**src/rtl/uart_rx_core.sv**
```systemverilog
// 8N1 UART receiver: synchronizes the RX pin, samples each bit at its centre and
// hands completed bytes to a valid/ready consumer, flagging framing errors and overruns.
module uart_rx_core #(
  parameter int unsigned CLOCK_RATE = 24000000,
  parameter int unsigned BAUD_RATE  = 115200
) (
  input  logic       clk,
  input  logic       reset,
  input  logic       enable,
  input  logic       in,
  input  logic       ready,
  output logic [7:0] out,
  output logic       valid,
  output logic       error,
  output logic       overrun
);

  localparam int unsigned DIV  = CLOCK_RATE / BAUD_RATE;
  localparam int unsigned HALF = DIV / 2;
  localparam int unsigned CW   = (DIV > 2) ? $clog2(DIV) : 1;
  localparam logic [CW-1:0] BAUD_LAST = CW'(DIV - 1);
  localparam logic [CW-1:0] HALF_LAST = CW'(HALF - 1);

  typedef enum logic [2:0] {StIdle, StStart, StData, StStop, StBreak} state_e;

  state_e          r_state, w_state_next;
  logic            r_sync1, r_sync2;
  logic [CW-1:0]   r_baud, w_baud_next;
  logic [2:0]      r_bit_idx, w_bit_idx_next;
  logic [7:0]      r_shift, w_shift_next;
  logic [7:0]      r_out, w_out_next;
  logic            r_valid, w_valid_next;
  logic            r_error, w_error_next;
  logic            r_overrun, w_overrun_next;
  logic            w_rx_s, w_tick, w_frame_ok, w_frame_bad, w_xfer;

  assign w_rx_s = r_sync2;
  // START waits half a bit to land on the start-bit centre; every other state waits a full bit.
  assign w_tick = (r_state == StStart) ? (r_baud == HALF_LAST) : (r_baud == BAUD_LAST);

  always_ff @(posedge clk or posedge reset) begin
    if (reset) begin
      r_state <= StIdle;
    end else begin
      r_state <= w_state_next;
    end
  end

  always_comb begin
    w_state_next = r_state;
    if (!enable) begin
      w_state_next = StIdle;
    end else begin
      unique case (r_state)
        StIdle:  if (!w_rx_s) w_state_next = StStart;
        StStart: if (w_tick) w_state_next = w_rx_s ? StIdle : StData;
        StData:  if (w_tick && (r_bit_idx == 3'd7)) w_state_next = StStop;
        StStop:  if (w_tick) w_state_next = w_rx_s ? StIdle : StBreak;
        StBreak: if (w_rx_s) w_state_next = StIdle;
        default: w_state_next = StIdle;
      endcase
    end
  end

  always_comb begin
    w_frame_ok  = enable && (r_state == StStop) && w_tick && w_rx_s;
    w_frame_bad = enable && (r_state == StStop) && w_tick && !w_rx_s;
    w_xfer      = r_valid && ready;

    w_baud_next = '0;
    if ((r_state == StStart || r_state == StData || r_state == StStop) &&
        (w_state_next == r_state) && !w_tick) begin
      w_baud_next = r_baud + 1'b1;
    end

    w_bit_idx_next = '0;
    w_shift_next   = r_shift;
    if (r_state == StData && enable) begin
      w_bit_idx_next = r_bit_idx;
      if (w_tick) begin
        w_shift_next[r_bit_idx] = w_rx_s;
        w_bit_idx_next = (r_bit_idx == 3'd7) ? 3'd0 : r_bit_idx + 3'd1;
      end
    end

    w_out_next     = w_frame_ok ? r_shift : r_out;
    w_error_next   = w_frame_bad;
    w_valid_next   = r_valid;
    w_overrun_next = r_overrun;
    if (w_frame_ok) begin
      w_valid_next = 1'b1;
      // A transfer in the completion cycle consumes the old byte, so it is not an overrun.
      w_overrun_next = w_xfer ? 1'b0 : (r_valid ? 1'b1 : r_overrun);
    end else if (w_xfer) begin
      w_valid_next   = 1'b0;
      w_overrun_next = 1'b0;
    end
  end

  always_ff @(posedge clk or posedge reset) begin
    if (reset) begin
      r_sync1   <= 1'b1;
      r_sync2   <= 1'b1;
      r_baud    <= '0;
      r_bit_idx <= '0;
      r_shift   <= '0;
      r_out     <= '0;
      r_valid   <= 1'b0;
      r_error   <= 1'b0;
      r_overrun <= 1'b0;
    end else begin
      r_sync1   <= in;
      r_sync2   <= r_sync1;
      r_baud    <= w_baud_next;
      r_bit_idx <= w_bit_idx_next;
      r_shift   <= w_shift_next;
      r_out     <= w_out_next;
      r_valid   <= w_valid_next;
      r_error   <= w_error_next;
      r_overrun <= w_overrun_next;
    end
  end

  assign out     = r_out;
  assign valid   = r_valid;
  assign error   = r_error;
  assign overrun = r_overrun;

endmodule

```
**config.mk**
```make
export PLATFORM = sky130hd
export DESIGN_NAME = uart_rx_core
export DESIGN_NICKNAME = d
export VERILOG_FILES = /design/src/rtl/uart_rx_core.sv
export SDC_FILE = /design/constraint.sdc
export NUM_CORES = 1
export LEC_CHECK = 0
export ABC_AREA = 1
export ABC_CLOCK_PERIOD_IN_PS = 1800
export BUFFER_PORTS_ARGS = -buffer_cell sky130_fd_sc_hd__buf_2
export CORE_MARGIN = 4
export CORE_UTILIZATION = 40
export DETAILED_ROUTE_END_ITERATION = 8
export SYNTH_ARGS = -nofsm -noshare
export SYNTH_HDL_FRONTEND = slang
export SYNTH_SLANG_ARGS = --single-unit
```
**constraint.sdc**
```tcl
create_clock -name clk -period 1.8 [get_ports clk]
set_input_delay 0.54 -clock clk [delete_from_list [all_inputs] [get_ports clk]]
set_output_delay 0.54 -clock clk [all_outputs]
set_load 0.02 [all_outputs]
```
==> results of run 1 <==
[worst paths after layout]
path | start | end | cells past startpoint
setup reg to reg | r_baud[0] | r_baud[2] | 11
hold reg to reg | r_sync1 | r_sync2 | 0
min in group clk | in | r_sync1 | 1
hold / removal | reset | out[6] | 3
max in group asynchronous | reset | r_sync2 | 3
setup / recovery | r_baud[0] | r_baud[2] | 11
[layout make-up]
cell class,count,area (um^2)
clock buffer,7,86.33
clock inverter,1,5.005
fill,328,1790
inverter,19,72.57
multi-input combinational,112,764.5
sequential,35,879.6
tap,48,60.06
timing repair buffer,20,112.6
[what timing repair did]
item / in CTS / in global routing
pin swaps: 0 / 8
gates resized for setup: 1 / 27
setup endpoints to repair: 17 / 21
setup buffers: 0 / 3
gates cloned: 0 / 1
hold buffers: 0 / 0
[sequential cells by signal, summed over array words and instances (netlist names)]
signal     flops
r_bit_idx      3
out            8
error          1
valid          1
overrun        1
r_baud         8
r_state        3
r_shift        8
r_sync1        1
r_sync2        1
[stage by stage]
| stage | power [mW] | setup slack, ns | area [um^2] | hold WS (ns) |
|---|---|---|---|---|
| 2_1_floorplan | 0.8558 | 0.2001 | 1609 | 0.3452 |
| 3_3_place_gp | 0.8719 | 0.08747 | 1747 | 0.3466 |
| 3_5_place_dp | 0.8741 | -0.04471 | 1747 | 0.3482 |
| 4_1_cts | 1.458 | 0.01314 | 1844 | 0.3425 |
| 5_1_grt | 1.523 | -0.1024 | 1981 | 0.3409 |
| 6_report | 1.455 | 0.02524 | 1981 | 0.3393 |
[cell usage in the layout, fill, tap and decap left out, drive strengths merged]
cell	netlist	final
clkinv	1	2
nand4	2	3
dfrtp	33	33
a21boi	1	1
nor2	24	24
dfstp	2	2
nand3	19	19
a21oi	2	2
o22ai	1	1
ha	3	3
inv	18	18
xor2	4	4
a31oi	1	1
o21ai	12	12
mux2	8	8
clkbuf	0	7
nand2	26	26
xnor2	2	2
nor3	6	6
buf	2	20
[layer usage]
metal	wire length [um]	share of wire (%)	up-vias
li1	-	-	598
met1	1348	42	598
met2	1581	49	33
met3	220	6.9	5
met4	55	1.7	0
met5	0	0	-
[power by group through the flow]
stage | combinational (mW) | sequential [mW] | clock (mW)
after CTS | 0.0564 | 0.803 | 0.598
after global placement | 0.0549 | 0.817 | 0
final | 0.0686 | 0.806 | 0.580
after floorplan | 0.0397 | 0.816 | 0
after detailed placement | 0.0564 | 0.818 | 0
after global routing | 0.0795 | 0.807 | 0.637
[worst max-delay path: cells and delay by family, from the launching register on]
family,cells,cell delay [ns]
AND/OR/NAND/NOR,10,1.13
flip-flops,1,0.41
adder cells (fa/ha/maj),1,0.17
[cells by family after synthesis]
family	after synthesis
adder cells (fa/ha/maj)	3
AO/OA/AOI/OAI	17
AND/OR/NAND/NOR	77
XOR/XNOR	6
flip-flops	35
multiplexers	8
buffers and inverters	21
==> run summary, run 1 <==
status - finished, final reports clean
part of the cycle the worst path needs - 98.60%
die height - 71.43 um
vias in the first global route - 1137
delay of the slowest critical-path stage - 0.41 ns
Top Ports - 16
Synth Area in Adders - 2.333%
diode count - 0
Critical-path top delay cell - dfrtp_1
Post-synth top cells - dfrtp_1 (33), nand2_1 (25), nor2_1 (24), inv_1 (17), nand3_1 (16)
Power Density - 734.6 nW/um^2
post-synthesis sequential area ratio - 54.59%
Max-Cap Viols - 0
CTS sink count - 35
final wirelength - 3206 um
DRT Pass-1 Iters - 4
syn avg cell area - 9.635 um^2
Syn Inst Count - 167
Total GRT Usage - 13.12%
asr flop ratio synth - 100.0%
largest net degree at the start of global routing - 36
via count - 1234
Psw - 0.3294 mW
worst slew pin tran - 0.4351 ns
final setup TNS - 0 ns
Tmin final - 1.775 ns
final setup vio count - 0
Post-Layout Cell Count - 242
met1 GRT Util - 16.40%
crit path max fanout - 8
post-synthesis simple-gate area fraction - 23.33%
Max Clock Freq - 0.5635 GHz
top cell type by total area after synthesis - dfrtp_1
die area - 5102 um^2
GR peak layer - met2
Seq cells post-synth - 35
crit start category - flip-flop
CP cell instances - ha_4, nand2_4, nor3_4, nand3_4, nand2_2, nand3_2, nand2_2, nand2_2, nand2_2, nand3_4, nor2_2
core area - 3771 um^2
Worst Hold Class - in -> async
xor/xnor cell area share of the yosys netlist - 3.266%
Clk pwr share - 39.9%
P_leak - 0.9361 nW
endpoint type of the worst setup path - flip-flop
number of distinct library cells after synthesis - 27
# rows - 22
CP Data Required Time - 2.02 ns
EDFF count, synth - 0
initial antenna violation count - 0
Synth Cell Area - 1609 um^2
DR WL/cell - 13.25 um
largest cells by area after synthesis - dfrtp_1 (51%), nand2_1 (5.8%), mux2_2 (5.6%), nor2_1 (5.6%), nand3_1 (5.0%)
most frequent CP cell - nand2_2
Iter 0 DRT Violations - 54
Syn Nets - 175
Worst IR Drop VDD - 465.0 uV
Die W - 71.43 um
largest family of logic cells by synthesized area - simple AND/OR/NAND/NOR gates
sequential share of power - 55.4%
unrepaired setup endpoints after global routing - yes
Synth Area in Compound Gates - 5.599%
Num CTS Buffers - 5
PortBufs - 15
layout cells sized above 1 - 35.05%
fraction of synthesized area in multiplexers - 5.599%
post-DR vias/cell - 5.099
clk slew on worst S/H paths - 0.07 ns
Post-DRT Antenna Nets - 0
Worst EP arrival - 1.99 ns
Clk Latency, worst-skew pair - 0.29 ns
main flop type after synthesis - dfrtp_1
CTS tree - yes
reg-to-reg slack, setup - 0.03 ns
Final #Nets - 201
met2 Use GR - 20.00%
met3 Use GR - 5.750%
global-route wire length before repair - 5126 um
top cell type's share of synthesized area - 51.32%
internal power - 1.126 mW
worst-case clock buffer depth - 2
Initial Util - 42.67%
YS warnings - 0
Final Hold Fails - 0
Final Util - 52.52%
top-count cell post-synth - dfrtp_1
relative slew slack - 70.90%
H-tree levels - 2
placed insts - 230
DPL Wire Length - 2029 um
final slew viol count - 0
clock skew - 0.007184 ns
part of the power in combinational logic - 4.7%
grt total ovfl - 0
CP Class - reg -> reg
GPL Wtd Cong - 0.8141
drt drc - 0
Switching Fraction - 22.64%
root buffer cell - clkbuf_8
Layout area overhead - 23.09%
Power figures use the tool's default switching activity.
==> inputs of run 2 (changes only) <==
Settings changed: ABC_CLOCK_PERIOD_IN_PS 1800 to 2000, REMOVE_ABC_BUFFERS set to 1.
Clock period 1.8 ns to 2 ns, I/O delays scaled along.
==> run summary, run 2 (synthesized netlist as in run 1, its figures left out) <==
status - finished, final reports clean
initial antenna violation count - 0
root buffer cell - clkbuf_8
R2R cell count - 10
post-DR vias/cell - 4.979
Clk Latency, worst-skew pair - 0.29 ns
Worst EP arrival - 2.00 ns
die height - 71.43 um
worst path bufs/invs - 1
DRT Pass-1 Iters - 4
vias in the first global route - 1175
Hold EP - r_sync2
Final Hold Fails - 0
Tmin final - 1.791 ns
worst-case clock buffer depth - 2
Worst IR Drop VDD - 306.8 uV
post-placement setup slack - 0.2117 ns
unrepaired setup endpoints after global routing - yes
Initial Util - 42.67%
CP Data Required Time - 2.21 ns
Setup WS post-layout - 0.2092 ns
grt total ovfl - 0
Max Clock Freq - 0.5584 GHz
Total GRT Usage - 12.84%
worst slew pin tran - 0.4350 ns
die area - 5102 um^2
CP cell instances - ha_2, nand2_1, nor3_4, buf_4, nand4_1, nand3_1, nand3_1, nand2_1, nand3_4, nor2_1
part of the cycle the worst path needs - 89.54%
Power Density - 681.4 nW/um^2
Top delay family on crit path - simple AND/OR/NAND/NOR gates
Layout area overhead - 15.32%
P_leak - 0.8867 nW
met1 GRT Util - 16.67%
reg-to-reg slack, setup - 0.21 ns
met3 Use GR - 4.348%
register area - 878.3 um^2
largest net degree at the start of global routing - 36
diode count - 0
GPL Wtd Cong - 0.8171
layout cells sized above 1 - 23.56%
clk slew on worst S/H paths - 0.07 ns
H-tree levels - 2
commonest non-fill, non-tap cell in the layout - dfrtp_1
commonest cells after routing, fill and taps aside - dfrtp_1 (33), nand2_1 (25), nor2_1 (24)
CTS tree - yes
relative slew slack - 70.84%
core area - 3771 um^2
hold path depth - 0
Final Util - 49.20%
final setup TNS - 0 ns
Top Ports - 16
worst r2r src - r_baud[0]
final wirelength - 2828 um
drt drc - 0
Worst Hold Class - reg -> reg
Layout fillers - 359
CTS sink count - 35
delay of the slowest critical-path stage - 0.38 ns
endpoint type of the worst setup path - flip-flop
Final #Nets - 198
Max-Cap Viols - 0
via count - 1190
RR Endpoint - r_baud[5]
CP Class - reg -> reg
crit path max fanout - 8
total power - 1.264 mW
DR WL/cell - 11.83 um
Hold Crit Start - r_sync1
global-route wire length before repair - 5161 um
Num CTS Buffers - 5
Iter 0 DRT Violations - 44
PortBufs - 15
crit start category - flip-flop
met2 Use GR - 19.18%
CTS Hold Bufs - 0
Post-DRT Antenna Nets - 0
clock skew - 0.008494 ns
DPL Wire Length - 1990 um
final setup vio count - 0
final slew viol count - 0
multi-input logic area - 661.9 um^2
Critical-path top delay cell - dfrtp_1
Die W - 71.43 um
# rows - 22
GR peak layer - met2
[run 2: changes by cell type in the layout (fill, tap and decap cells not counted), sizes merged]
cell      before  now
buf           20   18
clkinvlp       0    1
nand4          3    2
clkbuf         7    6
[run 2: metal layers]
layer / wire length, um / vias up
met3: 145 / 7
li1: - / 587
met2: 1351 / 24
met1: 1269 / 572
met5: 0 / -
met4: 62 / 0
[run 2: stage by stage]
step | cells | hold slack [ns] | instance area [um^2]
after floorplan | 165 | 0.3452 | 1597
after global placement | 230 | 0.3465 | 1747
after detailed placement | 230 | 0.3516 | 1747
after CTS | 238 | 0.3622 | 1832
after global routing | 239 | 0.3692 | 1856
final | 239 | 0.3618 | 1856
[run 2: worst max-delay path by stage]
stage / end / depth (start not counted) / startpoint
CTS: r_baud[5] / 11 / r_baud[0]
detailed placement: r_baud[1] / 11 / r_baud[0]
global placement: r_baud[0] / 11 / r_baud[0]
finish: r_baud[5] / 10 / r_baud[0]
floorplan: r_shift[1] / 8 / r_baud[0]
global route: r_baud[1] / 11 / r_baud[0]
[run 2: final cells by class]
| type | count | area share (%) |
|---|---|---|
| tap | 48 | 3.237 |
| clock inverter | 2 | 0.6743 |
| inverter | 19 | 3.911 |
| clock buffer | 6 | 3.911 |
| timing repair buffer | 18 | 5.260 |
| sequential | 35 | 47.34 |
| multi-input combinational | 111 | 35.67 |
[run 2: power by group]
group,leakage [nW],switching [mW],internal [mW]
clock network,0.0412,0.247,0.243
logic,0.365,0.0362,0.0153
registers,0.480,0.00690,0.716
[run 2: repair_timing]
| action | CTS | global route |
|---|---|---|
| endpoints found under the hold margin | 0 | 0 |
| gates resized for setup | 0 | 3 |
| setup buffers | 0 | 1 |
| endpoints found under the setup margin | 0 | 8 |
[run 2: worst register-to-register path, stage by stage, from the launching register on]
cell and delay, ns:
dfrtp_1 0.38, ha_2 0.20, nand2_1 0.11, nor3_4 0.24
buf_4 0.15, nand4_1 0.08, nand3_1 0.12, nand3_1 0.08
nand2_1 0.11, nand3_4 0.11, nor2_1 0.13
